--- config.mk ---
export PLATFORM = sky130hd
export DESIGN_NAME = usage_window_sampler
export DESIGN_NICKNAME = d
export VERILOG_FILES = /design/src/rtl/usage_window_sampler.sv
export SDC_FILE = /design/constraint.sdc
export NUM_CORES = 1
export LEC_CHECK = 0
export BUFFER_PORTS_ARGS = -buffer_cell sky130_fd_sc_hd__buf_2
export CORE_UTILIZATION = 55
export CTS_BUF_LIST = sky130_fd_sc_hd__clkbuf_4
export DETAILED_ROUTE_END_ITERATION = 12
export GPL_ROUTABILITY_DRIVEN = 0
export HOLD_SLACK_MARGIN = 0.05
export PLACE_DENSITY = 0.84
export SLEW_MARGIN = 10
export SYNTH_ARGS = -nofsm -noshare
export SYNTH_HDL_FRONTEND = slang
export SYNTH_SLANG_ARGS = --single-unit
--- constraint.sdc ---
create_clock -name sysclk -period 3.3 [get_ports sysclk]
set_clock_uncertainty 0.2 [all_clocks]
set_input_delay 0.165 -clock sysclk [delete_from_list [all_inputs] [get_ports sysclk]]
set_output_delay 0.165 -clock sysclk [all_outputs]
set_load 0.01 [all_outputs]
--- src/rtl/usage_window_sampler.sv ---
// usage_window_sampler
//   Sequences the MCU utilization measurement around an external busy counter.
//   A prescaler produces a sample strobe every SAMPLE_DIV cycles while running.
//   After WINDOW_SAMPLES strobes the counter value is captured into a readable
//   result register, the peak is updated and the counter is cleared, so
//   firmware sees one stable figure per window.
//
// Ports
//   sysclk        in   system clock, rising edge
//   sysreset      in   synchronous reset, active low
//   enable        in   run request; 0 stops sampling (partial window dropped)
//   busy_count    in   CNT_W busy count from the busy counter
//   sample_enable out  one-cycle sample strobe to the busy counter
//   counter_reset out  one-cycle registered clear pulse to the busy counter
//   usage_result  out  CNT_W busy count of the last completed window
//   usage_peak    out  CNT_W largest usage_result since reset / peak_clear
//   result_valid  out  sticky, set on capture
//   overrun       out  sticky, set when a capture finds result_valid still set
//   result_ack    in   pulse; clears result_valid and overrun
//   peak_clear    in   pulse; clears usage_peak
//   window_pulse  out  one-cycle pulse during the capture cycle
module usage_window_sampler #(
  parameter int SAMPLE_DIV     = 50,
  parameter int WINDOW_SAMPLES = 1000,
  parameter int CNT_W          = 16
) (
  input  logic             sysclk,
  input  logic             sysreset,
  input  logic             enable,
  input  logic [CNT_W-1:0] busy_count,
  output logic             sample_enable,
  output logic             counter_reset,
  output logic [CNT_W-1:0] usage_result,
  output logic [CNT_W-1:0] usage_peak,
  output logic             result_valid,
  output logic             overrun,
  input  logic             result_ack,
  input  logic             peak_clear,
  output logic             window_pulse
);

  localparam int PRE_W  = $clog2(SAMPLE_DIV);
  localparam int SCNT_W = (WINDOW_SAMPLES > 1) ? $clog2(WINDOW_SAMPLES) : 1;
  localparam logic [PRE_W-1:0]  PRE_LAST  = PRE_W'(SAMPLE_DIV - 1);
  localparam logic [SCNT_W-1:0] SCNT_LAST = SCNT_W'(WINDOW_SAMPLES - 1);

  typedef enum logic [1:0] {
    IDLE    = 2'd0,
    CLEAR   = 2'd1,
    RUN     = 2'd2,
    CAPTURE = 2'd3
  } state_t;

  state_t            state;
  state_t            state_next;
  logic [PRE_W-1:0]  prescaler;
  logic [SCNT_W-1:0] sample_cnt;
  logic              strobe;
  logic              capture;

  // Unsigned maximum used for the peak tracker.
  function automatic logic [CNT_W-1:0] max_u(input logic [CNT_W-1:0] a,
                                             input logic [CNT_W-1:0] b);
    return (a > b) ? a : b;
  endfunction

  // State register
  always_ff @(posedge sysclk) begin
    if (!sysreset) state <= IDLE;
    else           state <= state_next;
  end

  // Next-state logic
  always_comb begin
    state_next = state;
    unique case (state)
      IDLE:    if (enable) state_next = CLEAR;
      CLEAR:   state_next = enable ? RUN : IDLE;
      RUN: begin
        // Dropping enable wins over a completing window: partial data is discarded.
        if (!enable)                              state_next = CLEAR;
        else if (strobe && sample_cnt == SCNT_LAST) state_next = CAPTURE;
      end
      CAPTURE: state_next = CLEAR;
      default: state_next = IDLE;
    endcase
  end

  // Output decode
  always_comb begin
    strobe  = 1'b0;
    capture = 1'b0;
    if (state == RUN && prescaler == PRE_LAST) strobe = 1'b1;
    if (state == CAPTURE)                      capture = 1'b1;
  end

  assign sample_enable = strobe;

  // Prescaler and strobe counter; CLEAR always lasts one cycle, so zeroing
  // them there starts every window from a known phase.
  always_ff @(posedge sysclk) begin
    if (!sysreset) begin
      prescaler  <= '0;
      sample_cnt <= '0;
    end else if (state == CLEAR) begin
      prescaler  <= '0;
      sample_cnt <= '0;
    end else if (state == RUN) begin
      if (strobe) begin
        prescaler  <= '0;
        sample_cnt <= sample_cnt + 1'b1;
      end else begin
        prescaler  <= prescaler + 1'b1;
      end
    end
  end

  // Registered pulses and result registers
  always_ff @(posedge sysclk) begin
    if (!sysreset) begin
      counter_reset <= 1'b0;
      window_pulse  <= 1'b0;
      usage_result  <= '0;
      usage_peak    <= '0;
      result_valid  <= 1'b0;
      overrun       <= 1'b0;
    end else begin
      counter_reset <= (state_next == CLEAR);
      window_pulse  <= (state_next == CAPTURE);
      if (capture) begin
        // busy_count already includes the final strobe of the window.
        usage_result <= busy_count;
        usage_peak   <= peak_clear ? busy_count : max_u(usage_peak, busy_count);
        result_valid <= 1'b1;
        // An ack in the capture cycle consumes the previous result.
        overrun      <= result_ack ? 1'b0 : (overrun | result_valid);
      end else begin
        if (result_ack) begin
          result_valid <= 1'b0;
          overrun      <= 1'b0;
        end
        if (peak_clear) usage_peak <= '0;
      end
    end
  end

endmodule

# Yosys cells after proc, flatten, opt, wreduce, memory -nomap -nowiden
# Cells that the tools add are included.
# classes
n_addsub	2
mul	0
div_mod_pow	0
order_cmp	1
eq_ne	8
shifts	0
n_mux	16
bitwise_logic	2
n_reduce_logical	8
# op_table
op	count
16-bit two-way mux	4
16-bit greater-than comparator	1
10-bit by 1-bit adder with 10-bit output (second input constant)	1
10-bit equality test (second input constant)	1
2-bit two-way mux	4
2-bit case mux with 4 select lines	1
6-bit by 1-bit adder with 6-bit output (second input constant)	1
2-bit equality test (second input constant)	3
6-bit equality test (second input constant)	1
1-bit two-way mux	6
6-bit two-way mux	1
2-bit by 1-bit equality test with 1-bit output (second input constant)	2
2-bit AND reduction	2
2-bit nonzero test	2
1-bit logical AND	2
2-bit zero test	1
2-bit != test (second input constant)	1
2-bit OR reduction	1
1-bit NOT	1
1-bit bitwise OR	1
# word_totals
register_bits	54
latch_bits	0
mem_bits_rw	0
rom_bits	0
in_bits	21
out_inout_bits	37
elab_cells	46
memories	0

# Longest topological paths before layout
# Gate-level depths: netlist (run 1).
# logic_depth
ltp_word	8
ltp_mapped	10
mapped_depth_nobuf	8

# Least setup slack after synthesis (run 1)
# OpenSTA, ideal clock, no wires.
# synth_timing
path_type	register to register
start	register usage_peak[15]
end	register usage_peak[10]
setup_time_ns	0.117
arrival_time_ns	2.109
required_time_ns	2.983
slack_ns	0.874
path_stages_with_launch	10
synth_period_minus_slack_ns	2.426
cell_sequence	dfxtp_1 -> ha_1 -> nand4_1 -> nor4_1 -> a21boi_0 -> or4_4 -> and3_4 -> buf_6 -> buf_6 -> a22o_1
# synth_via
elab_chain_cells	3
# synth_lines
item	line_no	source
start: declaration	34	output logic [CNT_W-1:0] usage_peak,
start signal: assignment	133	usage_peak <= peak_clear ? busy_count : max_u(usage_peak, busy_count);
16-bit greater-than comparator	64	return (a > b) ? a : b;
2-bit != test (no source line)	--	
2-bit AND reduction (no source line)	--	
# No other way between the ends.
# A chain may end at the register's enable or synchronous reset.

# Worst setup path after layout (run 1)
# layout_timing
start	input port busy_count[15]
end	register usage_peak[9]
# layout_via
elab_chain_cells	3
# layout_lines
item	line_no	source
start: declaration	30	input logic [CNT_W-1:0] busy_count,
16-bit greater-than comparator	64	
2-bit != test (no source line)	--	
2-bit AND reduction (no source line)	--	
# No other way between the ends.

==> impl_results.md, run 1 <==
- EDFF count, synth: 0
- CORE AREA: 4144 µm²
- CTS tree: built
- I/O pin cnt: 58
- Mean Syn Cell Area: 9.109 µm²
- WP data arrival: 2780 ps
- RSZ-0062 raised after global routing: no
- Worst rel slew slack: 64.29%
- CP Capture Type: flop
- Pin count of the biggest net entering global routing: 25
- Drt drc: 0
- Hold Fails Final Rpt: 0
- Drt pass-1 iters: 4
- Wirelength, routed: 5184 µm
- Final Cycle Share: 80.66%
- Peak Freq: 375.7 MHz
- PostCTS Resize Cnt: 0
- Hold-fix buffers at CTS: 20
- Final TNS setup: 0 ps
- Total Power: 1.037 mW
- Min cycle time layout: 2662 ps
- Inserted Clock Buffers: 5
- Worst slew pin tran: 534.4 ps
- Die ar.: 4760 µm²
- Area delta synth->final: 22.20%
- Number of diodes: 0
- Yosys reg bits: 54
- Max clock buf depth: 2
- Critical Path RT: 3420 ps
- ANT nets after route: 0
- Vias per cell: 5.298
- DRT iter0 DRCs: 115
- Min-Delay Path Class: in2reg
- Drt wl/cell: 13.09 µm
- Critical Setup Path Class: in2reg
- Mapped cell area: 2469 µm²
- Worst Setup Start Kind: input pin
- Comb power frac: 8.6%
- First-pass GRT wire length: 8045 µm
- GRT Overall Usage: 23.04%
- Clk sinks: 54
- Post-synthesis async set-or-reset flop share: 0%
- Root buf cell: clkbuf_4
- Fraction of layout cells with a size suffix above 1: 20.52%
- Post-CTS Setup Bufs: 0
- YS warnings: 0
- Pwr Density: 343.9 nW/µm²
- Max-cap violations: 0
- Sequential area share after synthesis: 43.79%
- DR vias: 2098
- Power Internal: 789.7 µW
- Sw Ratio: 23.88%
- Worst vdd ir: 0.0002169 V
- Overflow after GRT: 0
- Top_reg_cell synth: dfxtp_1
- Cell count after synthesis: 271
- Die Width: 69.00 µm
- Final-report max-slew violation count: 0
- Initial core utilization: 59.57%
- Crit path max fanout: 16
- CTS H-tree depth: 2
- Nets@finish: 385
- Status: completed
- Clk pin slew, worst setup/hold paths: 150 ps
- Leak pwr: 1.368 nW
- Die height: 69.00 µm
- Vias in the first global route: 1840
- IO Port Bufs: 57
- Clk_lat worst skew: 370 ps
- Hpwl dp: 3621 µm
- Syn nets: 311
- Clock Power Share: 27.6%
- Rows: 23
- Initial antenna violation count: 0
- Register share of total power: 63.8%
- Switching power: 247.7 µW
- Final setup fails: 0
- Synth cell types: 41
==> final cells by class <==
class,instances,area [µm²]
fill,317,1127
tap,50,62.56
clock buffer,6,45.04
timing repair buffer,79,500.5
sequential,54,1081
clock inverter,2,8.758
multi-input combinational,188,1255
inverter,17,63.81
==> cells in the final DEF, fill, tap and decap left out, types with 2 or more instances in the layout <==
master         count
nand4_1            8
nor2_1            14
o21ai_0            4
a21boi_0          18
buf_2             57
xor2_1             9
buf_4              2
nor4_1             2
a21oi_1           11
clkbuf_4           6
and2b_1            2
nand2_1           47
a22o_1            16
and3_1             2
inv_1             17
and2_1             2
ha_1              19
dfxtp_1           54
nand2b_1           4
xnor2_1            3
dlygate4sd3_1     20
nor3_1             9
==> kinds of logic after synthesis <==
family          share of synthesized area (%)
xor+xnor                                4.258
flops                                   43.79
fa+ha+maj                               9.630
simple gates                            19.31
compound gates                          17.23
mux                                    0.4055
buf+inv                                 5.372
==> sequential cells by signal (all words and copies together) (netlist names) <==
| name | count |
|---|---|
| usage_peak | 16 |
| usage_result | 16 |
| sample_cnt | 10 |
| prescaler | 6 |
| state | 2 |
| counter_reset | 1 |
| overrun | 1 |
| result_valid | 1 |
| window_pulse | 1 |
==> power groups by stage <==
stage | Clock (mW) | Combinational [mW] | Sequential [mW]
final | 0.286 | 0.0889 | 0.662
after global routing | 0.320 | 0.0988 | 0.663
after CTS | 0.294 | 0.0893 | 0.662
after detailed placement | 0 | 0.0717 | 0.676
after global placement | 0 | 0.0702 | 0.676
after floorplan | 0 | 0.0438 | 0.676
==> synth_stat cells, drive strengths merged (2+ instances only) <==
cell type,instances,area share (%)
xor2,9,3.2
nor4,2,0.51
ha,19,9.6
clkbuf,6,0.91
nor3,9,1.8
nand4,8,2.0
buf,6,1.9
and2b,2,0.61
a21oi,12,2.9
o21ai,4,0.81
nand2,48,7.6
nand2b,4,1.0
and3,3,0.96
inv,17,2.6
dfxtp,54,44
and2,2,0.51
nor2,14,2.1
a21boi,18,5.5
xnor2,3,1.1
a22o,16,5.7
==> critical path, stage by stage <==
cell,delay (ps)
dlygate4sd3_1,520
buf_2,120
inv_1,40
ha_1,330
nand4_1,180
nor4_1,100
a21boi_0,150
or4_4,550
a21oi_4,410
a22o_1,220
==> through the flow <==
stage               setup WS, ps  util, %  std cells  hold WS (ps)  instance area [µm²]
global placement           878.9    66.67        368         161.1                 2763
floorplan                  874.3        -        271         41.15                 2469
CTS                        672.7    72.80        396         209.6                 3017
global route               543.0    72.80        396         206.2                 3017
finish                     638.3    72.80        396         221.4                 3017
detailed placement         792.9    66.67        368         155.5                 2763
==> routing by layer <==
metal / GRT usage [%] / wire, µm / vias to the layer above
met2: 39.44 / 2502 / 52
met5: 0 / 0 / -
met1: 27.24 / 2380 / 957
met4: 9.439 / 76 / 0
met3: 5.757 / 225 / 8
li1: - / - / 1081
==> final timing paths <==
kind | to | slack, ps | cells past startpoint | start
worst max-delay path | usage_peak[9] | 640 | 10 | busy_count[15]
worst min-delay path | usage_peak[4] | 220 | 4 | peak_clear
worst max register to register | usage_peak[9] | 760 | 7 | usage_peak[15]
worst min register to register | usage_result[3] | 270 | 2 | usage_result[3]
Note: power is estimated with default switching activity, not from simulation.
==> run 2, diff against run 1 <==
--- a/config.mk
+++ b/config.mk
@@ -5,13 +5,14 @@
 export SDC_FILE = /design/constraint.sdc
 export NUM_CORES = 1
 export LEC_CHECK = 0
+export ABC_AREA = 1
 export BUFFER_PORTS_ARGS = -buffer_cell sky130_fd_sc_hd__buf_2
-export CORE_UTILIZATION = 55
+export CORE_UTILIZATION = 51
 export CTS_BUF_LIST = sky130_fd_sc_hd__clkbuf_4
 export DETAILED_ROUTE_END_ITERATION = 12
 export GPL_ROUTABILITY_DRIVEN = 0
 export HOLD_SLACK_MARGIN = 0.05
-export PLACE_DENSITY = 0.84
+export PLACE_DENSITY = 0.81
 export SLEW_MARGIN = 10
 export SYNTH_ARGS = -nofsm -noshare
 export SYNTH_HDL_FRONTEND = slang
==> constraint.sdc (replaced) <==
create_clock -name sysclk -period 2.2 [get_ports sysclk]
set_clock_uncertainty 0.2 [all_clocks]
set_input_delay 0.11 -clock sysclk [delete_from_list [all_inputs] [get_ports sysclk]]
set_output_delay 0.11 -clock sysclk [all_outputs]
set_load 0.01 [all_outputs]
==> impl_results.md, run 2 <==
- Final cell count without fillers: 513 (+30%)
- Final-report max-slew violation count: 0 (unchanged)
- Dpl cells: 483 (+31%)
- Nets@finish: 482 (+25%)
- Hold Fails Final Rpt: 0 (unchanged)
- Clk pin slew, worst setup/hold paths: 150 ps (about the same)
- Overflow after GRT: 0 (unchanged)
- Crit path max fanout: 16 (unchanged)
- Die Width: 75.44 µm (+9.3%)
- Post-synth top cells: nand2_1 (81), dfxtp_1 (54), a21oi_1 (50), inv_1 (42), nor2_1 (27)
- Cell count after synthesis: 361 (+33%)
- YS warnings: 0 (unchanged)
- Sequential area share after synthesis: 39.31% (-4.5 points)
- Drt wl/cell: 12.63 µm (-3.5%)
- Reg area: 1081 µm² (unchanged)
- Critical Path RT: 2280 ps (-1140 ps)
- Initial antenna violation count: 0 (unchanged)
- Critical Setup Path Class: in2reg
- EDFF count, synth: 0 (unchanged)
- Drt pass-1 iters: 4 (unchanged)
- Leak pwr: 1.615 nW (+18%)
- CORE AREA: 5140 µm² (+24%)
- Area share of the largest cell type after synthesis: 39.31% (-4.5 points)
- Commonest non-fill, non-tap cells in the layout: nand2_1 (81), buf_2 (57), dfxtp_1 (54)
- Mapped cell area: 2750 µm² (+11%)
- Hpwl dp: 4413 µm (+22%)
- Mean Syn Cell Area: 7.618 µm² (-16%)
- Critical path launch point: busy_count[15]
- Fill cell instance count of the final layout: 473 (+49%)
- Worst path slowest cell: dlygate4sd3_1
- Pwr Density: 517.0 nW/µm² (+50%)
- Largest area contributor in the netlist: dfxtp_1
- Vias in the first global route: 2390 (+30%)
- Top flop regs: usage_peak (16), usage_result (16), sample_cnt (10)
- CP delay by family, top: simple AND/OR/NAND/NOR gates
- Syn nets: 401 (+29%)
- ANT nets after route: 0 (unchanged)
- Final setup fails: 0 (unchanged)
- Most common cell after layout, fill and taps aside: nand2_1
- Status: completed
- CP Capture Type: flop
- R2R Setup Slk: 180 ps (-580 ps)
- First-pass GRT wire length: 9894 µm (+23%)
- PnR worst setup slack: 147.9 ps (-490.3 ps)
- Synth cell types: 34 (-17%)
- Die ar.: 5690 µm² (+20%)
- Clk_lat worst skew: 370 ps (about the same)
- Min cycle time layout: 2052 ps
- Most frequent cell after synthesis: nand2_1
- Pin count of the biggest net entering global routing: 33 (+32%)
- Worst rel slew slack: 78.33% (+14 points)
- DRT iter0 DRCs: 144 (+25%)
- CP peak stage delay: 520 ps (-30 ps)
- CTS H-tree depth: 2 (unchanged)
- WP data arrival: 2140 ps (-640 ps)
- Number of diodes: 0 (unchanged)
- Min-Delay Path Class: in2reg
- Peak Freq: 487.3 MHz
- CTS tree: built
- Cell Chain, Critical Path: dlygate4sd3_1 -> buf_2 -> inv_1 -> ha_1 -> nand2_1 -> nor3_2 -> nand3_1 -> nand3_4 -> nand3_1 -> nand2_1 -> nor2_1
- Root buf cell: clkbuf_4
- Vias per cell: 5.146 (-2.9%)
- Drt drc: 0 (unchanged)
- Area contributors post-synth: dfxtp_1 (39%), nand2_1 (11%), a21oi_1 (9.1%), ha_1 (8.6%), inv_1 (5.7%)
- Area after DPL: 3092 µm² (+12%)
- Initial core utilization: 53.51% (-6.1 points)
- Dpl ws: 114.6 ps (-678.3 ps)
- Worst vdd ir: 0.0002896 V (+34%)
- Worst slew pin tran: 325.1 ps (-209.3 ps)
- Inserted Clock Buffers: 5 (unchanged)
- Worst Setup Start Kind: input pin
- Fraction of layout cells with a size suffix above 1: 23.48% (+3.0 points)
- I/O pin cnt: 58 (unchanged)
- Final TNS setup: 0 ps (unchanged)
- RR Startpoint: usage_peak[15]
- Post-synthesis async set-or-reset flop share: 0% (unchanged)
- Cell area after layout: 3373 µm² (+12%)
- GRT Overall Usage: 22.96% (-0.082 points)
- DR vias: 2640 (+26%)
- IO Port Bufs: 57 (unchanged)
- Top_reg_cell synth: dfxtp_1
- Rows: 26 (+13%)
- Area of the multi-input gates: 1426 µm² (+14%)
- Hold Crit Start: peak_clear
- Final Cycle Share: 93.28%
- Max-cap violations: 0 (unchanged)
- Max clock buf depth: 2 (unchanged)
- RSZ-0062 raised after global routing: no
- Yosys reg bits: 54 (unchanged)
- Worst path buffer plus inverter count: 3 (unchanged)
- Wirelength, routed: 6480 µm (+25%)
- Clk sinks: 54 (unchanged)
- Area delta synth->final: 22.66%
- Die height: 75.44 µm (+9.3%)
==> run 2: cell type report <==
| class | instances | share of cell area (%) |
|---|---|---|
| Clock inverter | 3 | 0.4822 |
| Sequential cell | 54 | 32.05 |
| Tap cell | 70 | 2.596 |
| Clock buffer | 5 | 1.113 |
| Multi-Input combinational cell | 249 | 42.28 |
| Inverter | 47 | 5.230 |
| Timing Repair Buffer | 85 | 16.25 |
==> run 2: path summary, 6_finish.rpt <==
| kind | depth (start not counted) | endpoint |
|---|---|---|
| setup / recovery | 11 | usage_peak[0] |
| hold / removal | 6 | usage_peak[13] |
| setup reg to reg | 8 | usage_peak[0] |
| hold reg to reg | 2 | usage_result[11] |
==> run 2: repair_timing <==
action	CTS	global route
setup buffers	0	0
resized for setup	0	1
setup endpoints to repair	0	16
endpoints found under the hold margin	47	0
hold buffers	21	0
==> run 2: kinds of logic (layout without fill, tap and decap cells) <==
family	count (synthesis)	in the layout	synth area share, %
and+or+nand+nor	163	164	29.85
AOI/OAI and AO/OA	63	63	11.78
buffers and inverters	59	140	9.463
DFF	54	54	39.31
adders and majority gates	19	19	8.644
xor gates and xnor gates	3	3	0.9556
==> run 2: tightest hold or removal path, cell delays in order <==
cell and delay, ps:
buf_2 80, inv_1 100, nand3_4 240, nand3_2 80
nand2_1 60, nor2_1 30
==> run 2: per-stage QoR <==
step	total power, mW	utilization, %	hold WS [ps]
after detailed placement	1.300	60.15	163.7
after global routing	1.836	65.63	172.9
after CTS	1.752	65.29	119.7
after floorplan	1.220	-	26.09
final	1.744	65.63	155.6
after global placement	1.292	60.15	159.6
==> run 2: report_power, final <==
group / total, mW / leakage (nW) / internal [mW] / switching (mW)
registers: 1.03 / 0.438 / 1.00 / 0.0207
clock network: 0.427 / 0.0286 / 0.120 / 0.308
logic: 0.291 / 1.15 / 0.127 / 0.164
total: 1.74 / 1.62 / 1.25 / 0.493
==> run 2: layer usage <==
metal  wire length [µm]  vias to the layer above  global-route usage [%]
met5                  0                        -                       0
met4                 87                        0                   11.32
met3                380                        6                   4.101
met2               3175                       71                   40.87
met1               2836                     1226                   26.51
li1                   -                     1337                       -
==> run 3, diff against run 2 <==
--- a/config.mk
+++ b/config.mk
@@ -6,10 +6,10 @@
 export NUM_CORES = 1
 export LEC_CHECK = 0
 export ABC_AREA = 1
-export BUFFER_PORTS_ARGS = -buffer_cell sky130_fd_sc_hd__buf_2
-export CORE_UTILIZATION = 51
+export CORE_UTILIZATION = 59
 export CTS_BUF_LIST = sky130_fd_sc_hd__clkbuf_4
 export DETAILED_ROUTE_END_ITERATION = 12
+export DONT_BUFFER_PORTS = 1
 export GPL_ROUTABILITY_DRIVEN = 0
 export HOLD_SLACK_MARGIN = 0.05
 export PLACE_DENSITY = 0.81
==> constraint.sdc (replaced) <==
create_clock -name sysclk -period 1.85 [get_ports sysclk]
set_clock_uncertainty 0.2 [all_clocks]
set_input_delay 0.0925 -clock sysclk [delete_from_list [all_inputs] [get_ports sysclk]]
set_output_delay 0.0925 -clock sysclk [all_outputs]
set_load 0.01 [all_outputs]
==> impl_results.md, run 3 (same netlist as run 2, synthesis figures left out) <==
- CTS H-tree depth: 2 (unchanged)
- CTS tree: built
- RSZ-0062 raised after global routing: yes
- Clk sinks: 54 (unchanged)
- Worst Setup Start Kind: flop
- Crit path max fanout: 18 (+2)
- Overflow after GRT: 0 (unchanged)
- CORE AREA: 4414 µm² (-14%)
- Die Width: 70.28 µm (-6.8%)
- Area of the multi-input gates: 1609 µm² (+13%)
- Pin count of the biggest net entering global routing: 20 (-39%)
- Commonest non-fill, non-tap cells in the layout: nand2_1 (74), inv_1 (39), dfxtp_1 (39)
- Vias per cell: 5.802 (+13%)
- Max clock buf depth: 2 (unchanged)
- Cell Chain, Critical Path: ha_4 -> a21oi_2 -> o21ai_0 -> a21oi_1 -> nand2_2 -> nand3_4 -> buf_12 -> nand3_2 -> nand2_1 -> nor2_1
- Fill cell instance count of the final layout: 247 (-48%)
- Hold Fails Final Rpt: 33 (+33)
- Root buf cell: clkbuf_4
- Fraction of layout cells with a size suffix above 1: 31.10% (+7.6 points)
- DR vias: 2727 (+3.3%)
- DRT iter0 DRCs: 177 (+23%)
- Inserted Clock Buffers: 5 (unchanged)
- Clk pin slew, worst setup/hold paths: 160 ps (about the same)
- Rows: 24 (-7.7%)
- Drt pass-1 iters: 5 (+1)
- Clk_lat worst skew: 390 ps (+20 ps)
- Number of diodes: 0 (unchanged)
- Hpwl dp: 4280 µm (-3.0%)
- Vias in the first global route: 2715 (+14%)
- Critical Path RT: 1940 ps (-340 ps)
- Initial core utilization: 62.30% (+8.8 points)
- Max-cap violations: 0 (unchanged)
- WP data arrival: 2120 ps (-20 ps)
- Status: complete, but fails checks
- Drt wl/cell: 17.01 µm (+35%)
- CP peak stage delay: 400 ps (-120 ps)
- Top flop regs: usage_peak (16), usage_result (16), sample_cnt (10)
- Nets@finish: 457 (-5.2%)
- Area delta synth->final: 30.66%
- Failing checks: hold timing, setup timing
- Worst path slowest cell: dfxtp_1
- WHS: -399.4 ps (-554.9 ps)
- Final-report max-slew violation count: 0 (unchanged)
- Peak Freq: 492.8 MHz
- I/O pin cnt: 58 (unchanged)
- Worst vdd ir: 0.0004964 V (+71%)
- Critical Setup Path Class: reg2reg
- Die ar.: 4939 µm² (-13%)
- PnR worst setup slack: -179.0 ps (-327.0 ps)
- Hold-fix buffers at CTS: 22 (+4.8%)
- GRT Overall Usage: 31.12% (+8.2 points)
- Final setup fails: 16 (+16)
- Min cycle time layout: 2029 ps
- Reg area: 1100 µm² (+1.7%)
- Worst slew pin tran: 327.3 ps (+2.135 ps)
- Drt drc: 0 (unchanged)
- Pwr Density: 651.1 nW/µm² (+26%)
- Final Cycle Share: 109.7%
- IO Port Bufs: 0 (-100%)
- Min-Delay Path Class: in2reg
- First-pass GRT wire length: 12180 µm (+23%)
- Die height: 70.28 µm (-6.8%)
- CP Capture Type: flop
- ANT nets after route: 0 (unchanged)
- Worst rel slew slack: 78.11% (-0.21 points)
- Most common cell after layout, fill and taps aside: nand2_1
- Leak pwr: 1.575 nW (-2.5%)
- Total Power: 2.340 mW (+34%)
- Wirelength, routed: 7994 µm (+23%)
- Initial antenna violation count: 0 (unchanged)
run 3: cell count changes in the layout (fill, tap and decap cells not counted), sizes merged:
cell | before | now
dlygate4sd3 | 21 | 22
nand3 | 26 | 25
clkbuf | 5 | 6
buf | 64 | 39
bufinv | 0 | 1
clkinv | 4 | 2
run 3: worst max-delay path: cells and delay by family (launching register included):
kind / cells / cell delay, ps
and+or+nand+nor: 5 / 460
buffers and inverters: 1 / 180
adders and majority gates: 1 / 220
DFF: 1 / 400
AOI/OAI and AO/OA: 3 / 460
run 3: repair_timing:
item                                   CTS  global route
setup endpoints to repair               17            26
resized for setup                       23            39
pin swaps                                1            12
buffers inserted                         3             8
cloned                                   1             0
endpoints found under the hold margin   54            33
run 3: power breakdown:
group          internal (mW)  switching (mW)
combinational          0.197           0.233
sequential              1.20          0.0256
clock                  0.300           0.385
total                   1.70           0.644
run 3: layer usage:
| metal | global-route usage [%] | routed length (µm) |
|---|---|---|
| met1 | 34.45 | 3012 |
| met2 | 54.50 | 3967 |
| met3 | 9.668 | 709 |
| met4 | 13.11 | 304 |
| met5 | 0 | 0 |
run 3: area by class of cell:
class	instances	share of cell area, %
Clock buffer	6	1.253
Clock inverter	2	1.045
Inverter	47	4.909
Multi-Input combinational cell	248	44.78
Sequential cell	54	30.61
Tap cell	52	1.811
Timing Repair Buffer	61	15.60
run 3: worst paths after layout:
path	cells past startpoint	end	startpoint	slack, ps
setup / recovery	10	usage_peak[15]	usage_peak[13]	-180
hold / removal	2	usage_peak[11]	sysreset	-400
setup reg to reg	10	usage_peak[15]	usage_peak[13]	-180
hold reg to reg	2	sample_cnt[8]	sample_cnt[8]	300
run 3: stage by stage:
| step | util (%) | instance area, µm² | setup WS [ps] | setup TNS, ps | std cells |
|---|---|---|---|---|---|
| after floorplan | - | 2750 | 83.87 | 0 | 361 |
| after global placement | 67.21 | 2967 | 14.35 | 0 | 429 |
| after detailed placement | 67.21 | 2967 | -26.16 | -177.8 | 429 |
| after CTS | 77.98 | 3442 | -76.95 | -744.4 | 463 |
| after global routing | 81.41 | 3593 | -223.3 | -3035 | 470 |
| final | 81.41 | 3593 | -179.0 | -1963 | 470 |
